<file path="src/rtl/alu_shift_log_pkg.sv">
// Shared definitions for the shift/logic unit: operation codes, FSM states, op classification.
// Ports: none (package). ctl codes 000-011 are shift/rotate ops, 100-111 are logic ops.
// The is_shift helper classifies an op code so the top and the step unit agree on decoding.
package alu_shift_log_pkg;

    localparam logic [2:0] CTL_ASL  = 3'b000;
    localparam logic [2:0] CTL_LSR  = 3'b001;
    localparam logic [2:0] CTL_ROL  = 3'b010;
    localparam logic [2:0] CTL_ROR  = 3'b011;
    localparam logic [2:0] CTL_AND  = 3'b100;
    localparam logic [2:0] CTL_OR   = 3'b101;
    localparam logic [2:0] CTL_XOR  = 3'b110;
    localparam logic [2:0] CTL_ANDN = 3'b111;

    typedef enum logic [1:0] {
        ST_IDLE = 2'd0,
        ST_RUN  = 2'd1,
        ST_HOLD = 2'd2
    } state_t;

    // Shift/rotate ops all have the top ctl bit clear.
    function automatic logic is_shift(input logic [2:0] ctl);
        return ~ctl[2];
    endfunction

endpackage

</file>
<file path="src/rtl/alu_shift_step.sv">
// One bit-position step of a shift or rotate-through-carry on (acc, c); purely combinational.
// Ports: ctl (op code), acc/c (current value) -> acc_nxt/c_nxt (value after one step).
// Logic op codes pass acc and c through unchanged; they never reach the iterative path.
module alu_shift_step
    import alu_shift_log_pkg::*;
#(
    parameter int WIDTH = 8
) (
    input  logic [2:0]       ctl,
    input  logic [WIDTH-1:0] acc,
    input  logic             c,
    output logic [WIDTH-1:0] acc_nxt,
    output logic             c_nxt
);

    always_comb begin
        acc_nxt = acc;
        c_nxt   = c;
        case (ctl)
            CTL_ASL: begin
                acc_nxt = {acc[WIDTH-2:0], 1'b0};
                c_nxt   = acc[WIDTH-1];
            end
            CTL_LSR: begin
                acc_nxt = {1'b0, acc[WIDTH-1:1]};
                c_nxt   = acc[0];
            end
            // Rotates treat {c, acc} as one (WIDTH+1)-bit ring.
            CTL_ROL: begin
                acc_nxt = {acc[WIDTH-2:0], c};
                c_nxt   = acc[WIDTH-1];
            end
            CTL_ROR: begin
                acc_nxt = {c, acc[WIDTH-1:1]};
                c_nxt   = acc[0];
            end
            default: begin
                acc_nxt = acc;
                c_nxt   = c;
            end
        endcase
    end

endmodule

</file>
<file path="src/rtl/alu_shift_log.sv">
// Handshaked logic/shift unit: single-cycle AND/OR/XOR/ANDN, iterative shift/rotate one bit per clock.
// Ports: clk/reset, in_valid/in_ready + a/b/cin/ctl/shamt request, out_valid/out_ready + y/cout/zero/neg result.
// Latency 1 for logic ops and zero-count shifts, N+1 for an N-bit shift; result held until out_ready.
module alu_shift_log
    import alu_shift_log_pkg::*;
#(
    parameter int WIDTH   = 8,
    parameter int SHAMT_W = 4
) (
    input  logic               clk,
    input  logic               reset,
    input  logic               in_valid,
    output logic               in_ready,
    input  logic [WIDTH-1:0]   a,
    input  logic [WIDTH-1:0]   b,
    input  logic               cin,
    input  logic [2:0]         ctl,
    input  logic [SHAMT_W-1:0] shamt,
    output logic               out_valid,
    input  logic               out_ready,
    output logic [WIDTH-1:0]   y,
    output logic               cout,
    output logic               zero,
    output logic               neg
);

    state_t             state_q, state_d;
    logic [SHAMT_W-1:0] cnt_q, cnt_d;
    logic [WIDTH-1:0]   acc_q, acc_d;
    logic               c_q, c_d;
    logic [2:0]         op_q, op_d;
    logic [WIDTH-1:0]   y_q, y_d;
    logic               cout_q, cout_d;
    logic               zero_q, zero_d;
    logic               neg_q, neg_d;

    logic [WIDTH-1:0]   step_acc;
    logic               step_c;
    logic [WIDTH-1:0]   imm_y;
    logic               accept;

    alu_shift_step #(.WIDTH(WIDTH)) u_step (
        .ctl     (op_q),
        .acc     (acc_q),
        .c       (c_q),
        .acc_nxt (step_acc),
        .c_nxt   (step_c)
    );

    assign in_ready  = (state_q == ST_IDLE) | ((state_q == ST_HOLD) & out_ready);
    assign out_valid = (state_q == ST_HOLD);
    assign accept    = in_valid & in_ready;

    // Result for ops that complete on the accept edge; a zero-count shift returns a unchanged.
    always_comb begin
        imm_y = a;
        case (ctl)
            CTL_AND:  imm_y = a & b;
            CTL_OR:   imm_y = a | b;
            CTL_XOR:  imm_y = a ^ b;
            CTL_ANDN: imm_y = ~a & b;
            default:  imm_y = a;
        endcase
    end

    always_comb begin
        state_d = state_q;
        cnt_d   = cnt_q;
        acc_d   = acc_q;
        c_d     = c_q;
        op_d    = op_q;
        y_d     = y_q;
        cout_d  = cout_q;
        zero_d  = zero_q;
        neg_d   = neg_q;
        case (state_q)
            ST_RUN: begin
                acc_d = step_acc;
                c_d   = step_c;
                cnt_d = cnt_q - SHAMT_W'(1);
                if (cnt_q == SHAMT_W'(1)) begin
                    y_d     = step_acc;
                    cout_d  = step_c;
                    zero_d  = (step_acc == '0);
                    neg_d   = step_acc[WIDTH-1];
                    state_d = ST_HOLD;
                end
            end
            default: begin
                // IDLE and HOLD share the accept path; in HOLD accept implies out_ready.
                if (accept) begin
                    if (is_shift(ctl) && (shamt != '0)) begin
                        acc_d   = a;
                        c_d     = cin;
                        cnt_d   = shamt;
                        op_d    = ctl;
                        state_d = ST_RUN;
                    end else begin
                        y_d     = imm_y;
                        cout_d  = cin;
                        zero_d  = (imm_y == '0);
                        neg_d   = imm_y[WIDTH-1];
                        state_d = ST_HOLD;
                    end
                end else if (state_q == ST_HOLD && out_ready) begin
                    state_d = ST_IDLE;
                end
            end
        endcase
    end

    always_ff @(posedge clk or posedge reset) begin
        if (reset) begin
            state_q <= ST_IDLE;
            cnt_q   <= '0;
            acc_q   <= '0;
            c_q     <= 1'b0;
            op_q    <= 3'b000;
            y_q     <= '0;
            cout_q  <= 1'b0;
            zero_q  <= 1'b0;
            neg_q   <= 1'b0;
        end else begin
            state_q <= state_d;
            cnt_q   <= cnt_d;
            acc_q   <= acc_d;
            c_q     <= c_d;
            op_q    <= op_d;
            y_q     <= y_d;
            cout_q  <= cout_d;
            zero_q  <= zero_d;
            neg_q   <= neg_d;
        end
    end

    assign y    = y_q;
    assign cout = cout_q;
    assign zero = zero_q;
    assign neg  = neg_q;

endmodule

</file>
<file path="config.mk">
export PLATFORM = sky130hd
export DESIGN_NAME = alu_shift_log
export DESIGN_NICKNAME = d
export VERILOG_FILES = /design/src/rtl/alu_shift_log_pkg.sv /design/src/rtl/alu_shift_step.sv /design/src/rtl/alu_shift_log.sv
export SDC_FILE = /design/constraint.sdc
export NUM_CORES = 1
export LEC_CHECK = 0
export CORE_MARGIN = 1
export CORE_UTILIZATION = 45
export CTS_CLUSTER_SIZE = 8
export DETAILED_ROUTE_END_ITERATION = 6
export PLACE_DENSITY = 0.8
export SYNTH_ARGS = -nofsm -noshare
export SYNTH_HDL_FRONTEND = slang
export SYNTH_SLANG_ARGS = --single-unit
</file>
<file path="constraint.sdc">
create_clock -name clk -period 1.95 [get_ports clk]
set_input_delay 0.585 -clock clk [delete_from_list [all_inputs] [get_ports clk]]
set_output_delay 0.585 -clock clk [all_outputs]
set_load 0.1 [all_outputs]
</file>
### After elaboration in Yosys (flattened, before gate mapping)

Index checks and enable logic that the tools add are counted.

| storage, ports and cells | value |
|---|---|
| flip-flop bits (word level) | 29 |
| output and inout bits | 13 |
| logic and storage cells | 81 |
| input bits | 28 |

| operators by class | value |
|---|---|
| add/sub/neg operators | 1 |
| multiplexer cells | 33 |
| reductions and logical operators | 16 |
| eq/ne operators | 12 |
| bitwise gates (word level) | 10 |

Operator list:

| cell | number |
|---|---|
| one-hot mux 8 bit (4 select lines) | 2 |
| 2-to-1 mux 8 bit | 7 |
| bitwise AND 8 bit | 2 |
| logical NOT 8 bit | 2 |
| 2-to-1 mux 1 bit | 15 |
| == test 3 bit, second input constant | 4 |
| 2-to-1 mux 4 bit | 3 |
| 2-to-1 mux 2 bit | 5 |
| NOT 8 bit | 1 |
| bitwise OR 8 bit | 1 |
| XOR 8 bit | 1 |
| == test 3 x 2 -> 1 bit, second input constant | 2 |
| AND reduction 3 bit | 2 |
| == test 4 x 1 -> 1 bit, second input constant | 1 |
| AND reduction 2 bit | 2 |
| nonzero test 2 bit | 2 |
| nonzero test 4 bit | 1 |
| OR reduction 2 bit | 2 |
| subtractor 4 x 1 -> 4 bit, second input constant | 1 |
| == test 3 x 1 -> 1 bit, second input constant | 1 |
| logical NOT 3 bit | 1 |
| nonzero test 3 bit | 1 |
| bitwise AND 1 bit | 2 |
| == test 2 x 1 -> 1 bit, second input constant | 1 |
| 8 further kinds | 10 |

### Depth between registers and ports, before layout

Gate-level depths: netlist of the first run.

| logic depth | value |
|---|---|
| word-level depth | 7 |
| mapped depth | 8 |
| gate-level depth less buffers | 8 |

### By module

From an unflattened synthesis of the first run, not the netlist that was laid out.

| unflattened totals | value |
|---|---|
| cells, all modules | 260 |
| area total of the unflattened synthesis | 2128.3 µm² |

By module, submodules not included:

| module | area an instance (µm²) | sequential area each (µm²) | instances | cells each |
|---|---|---|---|---|
| alu_shift_log | 1905.6 | 700.7 | 1 | 229 |
| alu_shift_step | 222.7 | 0.0 | 1 | 31 |

### Worst setup path after synthesis of the first run

Ideal clock, no wire load.

| timing | value |
|---|---|
| path kind | input -> output |
| start | in out_ready |
| end | out in_ready |
| data arrival time | 2.146 ns |
| slack | -0.781 ns |
| data required time | 1.365 ns |
| stages | 2 |
| buffers on the path | 0 |
| cells stage by stage | inv_1 -> a21oi_1 |

| between the ends | value |
|---|---|
| longest elaborated chain between the ends | 2 |

Ends and longest elaborated chain:

| element | RTL line | RTL |
|---|---|---|
| from (decl) | alu_shift_log.sv:20 | `input logic out_ready,` |
| bitwise AND 1 bit | alu_shift_log.sv:50 | `assign in_ready = (state_q == ST_IDLE) \| ((state_q == ST_HOLD) & out_ready);` |
| bitwise OR 1 bit | alu_shift_log.sv:50 |  |
| to (decl) | alu_shift_log.sv:13 | `output logic in_ready,` |

Every way passes these cells.

### Worst setup path in the final report of the first run

| timing | value |
|---|---|
| start | in ctl[0] |
| end | reg y_q[4] (netlist: y[4]) |

| between the ends | value |
|---|---|
| longest elaborated chain between the ends | 5 |
| elaborated cells between the ends (all ways) | 8 |
| classes of those cells | 4 x eq/ne; 4 x mux |

Ends and longest elaborated chain:

| element | RTL line | RTL |
|---|---|---|
| from (decl) | alu_shift_log.sv:17 | `input logic [2:0] ctl,` |
| == test 3 bit | alu_shift_log.sv:57 | `case (ctl)` |
| one-hot mux 8 bit (4 select lines) * | alu_shift_log.sv:57 |  |
| 2-to-1 mux 8 bit * | alu_shift_log.sv:92 | `if (is_shift(ctl) && (shamt != '0)) begin` |
| 2-to-1 mux 8 bit * | alu_shift_log.sv:91 | `if (accept) begin` |
| 2-to-1 mux 8 bit * | alu_shift_log.sv:76 | `case (state_q)` |
| to (signal assigned) | alu_shift_log.sv:129 | `y_q <= y_d;` |
| to (decl) | alu_shift_log.sv:32 | `logic [WIDTH-1:0] y_q, y_d;` |

Mark *: on every way between the ends. The rest lies on a longest branch, timed or not. The select of a mux whose other input is x is not followed.
A chain may end at the register's enable or synchronous reset.

==> results of run 1 <==
-- metrics by stage --
stage	std cells	hold slack, ps	TNS [ps]	setup WS [ps]
6_report	380	511	0	44.8
5_1_grt	380	533	0	7.07
4_1_cts	376	517	0	0.553
3_5_place_dp	371	493	-5910	-376
3_3_place_gp	371	479	-5150	-327
2_1_floorplan	250	461	-144	-144
-- layout by cell type, fill, tap and decap left out, types with 6 or more instances in the layout --
cell	count
o21ai_1	9
nand2_1	32
clkdlybuf4s50_1	6
a31oi_1	7
buf_4	43
inv_1	18
buf_12	14
mux2i_1	6
nor2_1	23
ha_1	7
o21ai_0	6
dfrtp_1	28
dlymetal6s2s_1	18
a21oi_1	21
a21oi_2	8
-- how the worst min path moves through the flow --
stage / startpoint / to / slack, ps / depth (start not counted)
floorplan: op_q[1] / op_q[1] / 460 / 2
global placement: op_q[1] / op_q[1] / 480 / 2
finish: cnt_q[3] / cnt_q[3] / 510 / 1
global route: cnt_q[3] / cnt_q[3] / 530 / 1
detailed placement: op_q[1] / op_q[1] / 490 / 2
CTS: cnt_q[3] / cnt_q[3] / 520 / 1
-- layer usage --
metal | track usage | routed length (um) | vias up
met1 | 0.321 | 2530 | 1045
met2 | 0.429 | 3070 | 120
met5 | 0 | 0 | -
met3 | 0.0480 | 508 | 23
met4 | 0.0911 | 172 | 0
li1 | - | - | 1044
-- power by group through the flow --
| stage | sequential, uW | combinational [uW] | clock [uW] |
|---|---|---|---|
| 2_1_floorplan | 1740 | 1200 | 0 |
| 3_3_place_gp | 1170 | 2770 | 0 |
| 3_5_place_dp | 1180 | 2810 | 0 |
| 4_1_cts | 1180 | 2860 | 364 |
| 5_1_grt | 1230 | 3180 | 383 |
| 6_report | 1200 | 3000 | 364 |
-- repair_timing --
item | in CTS | in global routing
resized for setup | 9 | 45
pin swaps | 11 | 26
endpoints found under the setup margin | 5 | 17
buffers inserted | 1 | 2
cloned | 0 | 2
hold buffers | 0 | 0
-- flip-flops by register name, summed over array words and instances (netlist names) --
name and cells:
acc_q 8, c_q 1, cnt_q 4, cout 1
op_q 3, state_q 2, y 8, zero 1
-- logic make-up (layout without fill, tap and decap cells) --
group	after synthesis	after routing	synth area share
fa+ha+maj	10	10	0.0608
simple gates	79	79	0.181
flops	28	28	0.340
xor+xnor	1	1	0.00425
compound gates	79	80	0.251
buf+inv	38	115	0.0851
mux	15	15	0.0778
-- layout make-up --
cell class	count	area [um2]
tap	52	65.1
inverter	23	86.3
multi-input combinational	185	1290
sequential	28	701
fill	298	1210
timing repair buffer	88	977
clock buffer	4	55.1
==> flow_summary_export.csv, run 1 <==
group,metric,value,unit
run_status,outcome,"finished clean",
sta,slew_headroom,0.601,
clock_network,htree_levels,1,
critical_path,crit_chain,"clkdlybuf4s50_1 -> buf_6 -> o21ai_0 -> a31oi_1 -> a21oi_2 -> mux2i_2 -> o211ai_1 -> o21a_1",
worst_hold_path,min-delay-path-class,"flip-flop to flip-flop",
logic_synthesis,synthTopCellsByArea,"dfrtp_1 (34%), a21oi_1 (7.3%), ha_1 (6.1%), nand2_1 (5.8%), nor2_1 (4.6%)",
logic_synthesis,synthesis.instances,250,
floorplan,die_area,4850,um2
power_and_ir_drop,fin_total_pwr,4560,uW
final_layout,final_nets,367,
power_and_ir_drop,clock_power_share,0.080,
critical_path,r2r_end,"zero",
critical_path,rrSetupSlack,180,ps
clock_network,clk_pin_slew,80,ps
flow_run,drv_cap,0,
power_and_ir_drop,p_per_area,1440,nW/um2
routing,routed_wl,6.28,mm
clock_network,clock_latency,280,ps
routing,remaining_drc_errors,0,
sta,slew_viol_final,0,
floorplan,start_util,0.470,
logic_synthesis,yosysWarningCount,0,
global_route,grt_use_total,0.253,
final_layout,diodes,0,
power_and_ir_drop,swShare,0.503,
logic_synthesis,synth_seq_cells,28,
floorplan,die_w,69.7,um
critical_path,cpMaxStageDelayCell,"clkdlybuf4s50_1",
routing,first_iter_violations,215,
critical_path,cp.buffers_inverters,2,
routing,viasPerCell,5.87,
logic_synthesis,avgSynthCellArea,8.24,um2
placed_design,gp_congestion,0.872,
power_and_ir_drop,vdd_drop_max,1150,uV
critical_path,cp-start-kind,"input pin",
critical_path,cp.required,2120,ps
sta,fin_crit_sh,0.977,
final_layout,drive_above_1_share,0.302,
logic_synthesis,syn-num-nets,288,
global_route,grt_pass1_wl,9.86,mm
routing,vias,2232,
critical_path,critPathTopFamily,"buffers and inverters",
logic_synthesis,synth_area,2060,um2
critical_path,crit_type,"input pin to flip-flop",
critical_path,reg2reg_from,"state_q[1]",
floorplan,io_pins,41,
critical_path,ff2ff_path_depth,6,
clock_network,cts-root-buf,"clkbuf_8",
sta,fin_crit,1910,ps
placed_design,placed_area,2920,um2
critical_path,slowest_delay,470,ps
critical_path,end_kind,"flip-flop",
floorplan,die_h,69.7,um
final_layout,fin_util,0.724,
clock_network,clock-sinks,28,
power_and_ir_drop,power.leakage,0.00158,uW
logic_synthesis,synth_enable_flop_cells,0,
sta,setup_viol,0,
sta,hold_violations,0,
critical_path,crit_path_end,"y[4]",
logic_synthesis,synth_most_common_cell,"nand2_1",
clock_network,clockBufferDepth,2,
logic_synthesis,synth_ff_type,"dfrtp_1",
sta,skew,14.8,ps
global_route,overflow,0,
logic_synthesis,synth-async-reset-ratio,1.00,
sta,rsz0062_at_grt,"false",
placed_design,numPortBuffers,40,
global_route,grt_max_degree,29,
logic_synthesis,yosysTopAreaCellShare,0.340,
final_layout,areaGrowthSynthToFinish,54.1,%
logic_synthesis,ys_seq_area_frac,0.340,
logic_synthesis,synth_cell_type_count,43,
power_and_ir_drop,netSwitchingPower,2290,uW
power_and_ir_drop,p_comb_frac,0.657,
sta,worstMarginPinSlew,599,ps
clock_network,cts_tree,"yes",
critical_path,cp.depth,8,
routing,routedWlPerCell,16.5,um
routing,dr.pass1.iters,6,
floorplan,fp-row-count,24,
power_and_ir_drop,seqPwrFrac,0.263,
clock_network,numCtsBuffers,3,
power_and_ir_drop,intPower,2260,uW
global_route,antenna_found_initial,0,
global_route,grt_pass1_vias,2134,
logic_synthesis,yosysTopAreaCell,"dfrtp_1",
sta,fmax,525,MHz
critical_path,arrival,2070,ps
critical_path,crit_start,"ctl[0]",
placed_design,dp_hpwl,4.22,mm
final_layout,design_area,3170,um2
floorplan,core_area,4380,um2
critical_path,worstPathMaxFanout,13,
logic_synthesis,ys_top_cells_by_count,"nand2_1 (32), a21oi_1 (30), dfrtp_1 (28)",
routing,ant_nets,0,
Note: power is estimated with default switching activity, not from simulation.
==> inputs of run 2 (changes only) <==
Settings changed: SYNTH_HIERARCHICAL from default to 1.
==> flow_summary_export.csv, run 2 <==
group,metric,value,unit
run_status,outcome,"finished with violations",
run_status,violations,"design-rule violations",
critical_path,crit_type,"input pin to primary output",
critical_path,reg2reg_from,"op_q[0]",
final_layout,fillers,343,
final_layout,areaGrowthSynthToFinish,49.4,%
critical_path,cp.required,1360,ps
logic_synthesis,synth_seq_cells,28,
placed_design,dp_cells,376,
critical_path,r2r_end,"zero",
routing,dr.pass1.iters,7,
final_layout,diodes,0,
sta,slew_headroom,0.734,
sta,slew_viol_final,0,
final_layout,fin_util,0.715,
placed_design,placed_area,2970,um2
clock_network,numCtsBuffers,3,
logic_synthesis,synth-async-reset-ratio,1.00,
placed_design,numPortBuffers,40,
placed_design,dp_hpwl,4.35,mm
clock_network,cts-root-buf,"clkbuf_8",
routing,ant_nets,0,
logic_synthesis,ys_top_cells_by_count,"nand2_1 (37), dfrtp_1 (28), inv_1 (24)",
logic_synthesis,synth_ff_type,"dfrtp_1",
final_layout,multi_input_area,1310,um2
critical_path,end_kind,"primary output",
final_layout,design_area,3180,um2
final_layout,fin_cells,384,
logic_synthesis,ys_seq_area_frac,0.329,
global_route,antenna_found_initial,0,
logic_synthesis,avgSynthCellArea,8.19,um2
sta,worstMarginPinSlew,398,ps
floorplan,die_area,5010,um2
logic_synthesis,synthTopCellsByArea,"dfrtp_1 (33%), nand2_1 (6.5%), ha_1 (5.9%), mux2i_1 (4.2%), inv_1 (4.2%)",
clock_network,hold_buffers,0,
floorplan,die_h,70.8,um
clock_network,cts_tree,"yes",
power_and_ir_drop,vdd_drop_max,242,uV
sta,skew,3.33,ps
critical_path,crit_path_end,"in_ready",
critical_path,rrSetupSlack,160,ps
logic_synthesis,syn-num-nets,298,
sta,rsz0062_at_grt,"true",
sta,fin_crit_sh,0.970,
sta,fmax,529,MHz
clock_network,clock_latency,280,ps
logic_synthesis,yosysTopAreaCell,"dfrtp_1",
critical_path,ff2ff_path_depth,8,
critical_path,slowest_delay,320,ps
global_route,grt_pass1_vias,2198,
floorplan,io_pins,41,
worst_hold_path,min-delay-path-class,"flip-flop to flip-flop",
floorplan,die_w,70.8,um
critical_path,critPathTopFamily,"buffers and inverters",
global_route,overflow,0,
floorplan,fp-row-count,24,
routing,vias,2184,
critical_path,cp.buffers_inverters,3,
routing,viasPerCell,5.69,
clock_network,clk_pin_slew,100,ps
logic_synthesis,synth_area,2130,um2
sta,fin_hold_ws,543,ps
routing,routed_wl,5.88,mm
critical_path,crit_chain,"clkdlybuf4s15_1 -> inv_12 -> a21oi_4 -> buf_12",
critical_path,crit_start,"out_ready",
critical_path,worstPathMaxFanout,3,
clock_network,htree_levels,1,
sta,hold_violations,0,
critical_path,cp-start-kind,"input pin",
final_layout,final_nets,371,
final_layout,final_cell_mix,"buf_4 (39), nand2_1 (37), dfrtp_1 (26)",
final_layout,final_common_cell,"buf_4",
floorplan,start_util,0.479,
critical_path,arrival,1310,ps
routing,remaining_drc_errors,4,
routing,routedWlPerCell,15.3,um
clock_network,clockBufferDepth,2,
clock_network,clock-sinks,28,
final_layout,seqCellArea,703,um2
critical_path,cp.depth,4,
flow_run,drv_cap,0,
logic_synthesis,yosysTopAreaCellShare,0.329,
floorplan,core_area,4440,um2
global_route,grt_max_degree,29,
logic_synthesis,synth_enable_flop_cells,0,
global_route,grt_use_total,0.240,
placed_design,gp_congestion,0.862,
sta,setup_viol,0,
final_layout,drive_above_1_share,0.277,
critical_path,cpMaxStageDelayCell,"clkdlybuf4s15_1",
power_and_ir_drop,p_per_area,433,nW/um2
logic_synthesis,synth_most_common_cell,"nand2_1",
logic_synthesis,yosysWarningCount,6,
logic_synthesis,synthesis.instances,260,
power_and_ir_drop,power.leakage,0.00152,uW
sta,fin_crit,1890,ps
global_route,grt_pass1_wl,9.68,mm
logic_synthesis,synth_cell_type_count,46,
routing,first_iter_violations,163,
[run 2: tightest hold or removal path: cells and delay by family, from the launching register on]
kind | cells | cell delay, ps
and+or+nand+nor | 2 | 110
DFF | 1 | 400
[run 2: how the worst min path moves through the flow]
stage | from | endpoint | cells past startpoint
detailed placement | acc_q[4] | acc_q[4] | 2
CTS | acc_q[4] | acc_q[4] | 2
global placement | acc_q[5] | acc_q[5] | 2
global route | acc_q[5] | acc_q[5] | 2
finish | acc_q[6] | acc_q[6] | 2
floorplan | acc_q[6] | acc_q[6] | 2
[run 2: cells by family after synthesis]
family,Yosys count,synth area share
buffers and inverters,42,0.0976
flip-flops,28,0.329
adder cells (fa/ha/maj),10,0.0588
XOR/XNOR,1,0.00412
AND/OR/NAND/NOR,94,0.230
multiplexers,12,0.0582
AO/OA/AOI/OAI,73,0.222
[run 2: area by class of cell]
class | instances | area share
clock inverters | 1 | 0.00945
inverters | 24 | 0.0323
repair buffers | 86 | 0.291
multi-input cells | 190 | 0.413
clock buffers | 3 | 0.0130
flip-flops and latches | 28 | 0.221
well taps | 52 | 0.0205
[run 2: repair_timing]
action                     CTS  global route
buffers inserted             0             3
pin swaps                    7            12
resized for setup           17            29
setup endpoints to repair   13            19
cloned                       0             1
[run 2: report_power, final]
| group | total (uW) | internal, uW | switching [uW] |
|---|---|---|---|
| Sequential | 607 | 592 | 14.9 |
| Clock | 461 | 275 | 186 |
| Combinational | 307 | 159 | 148 |
| Total | 1380 | 1030 | 349 |
[run 2: layer usage]
metal	wire, um	track usage	share of wire	vias to the layer above
met3	320	0.0214	0.054	4
met4	33	0.0489	0.0056	0
met1	2420	0.288	0.41	1042
met5	0	0	0	-
li1	-	-	-	1058
met2	3100	0.463	0.53	80
[run 2: metrics by stage]
stage                     setup WS, ps  setup TNS (ps)  total power [uW]
after floorplan                   -130            -747               767
after global placement            -372           -7040               906
after detailed placement          -387           -7940               915
after CTS                         1.08               0              1370
after global routing             -27.7           -27.7              1430
final                             58.5               0              1380
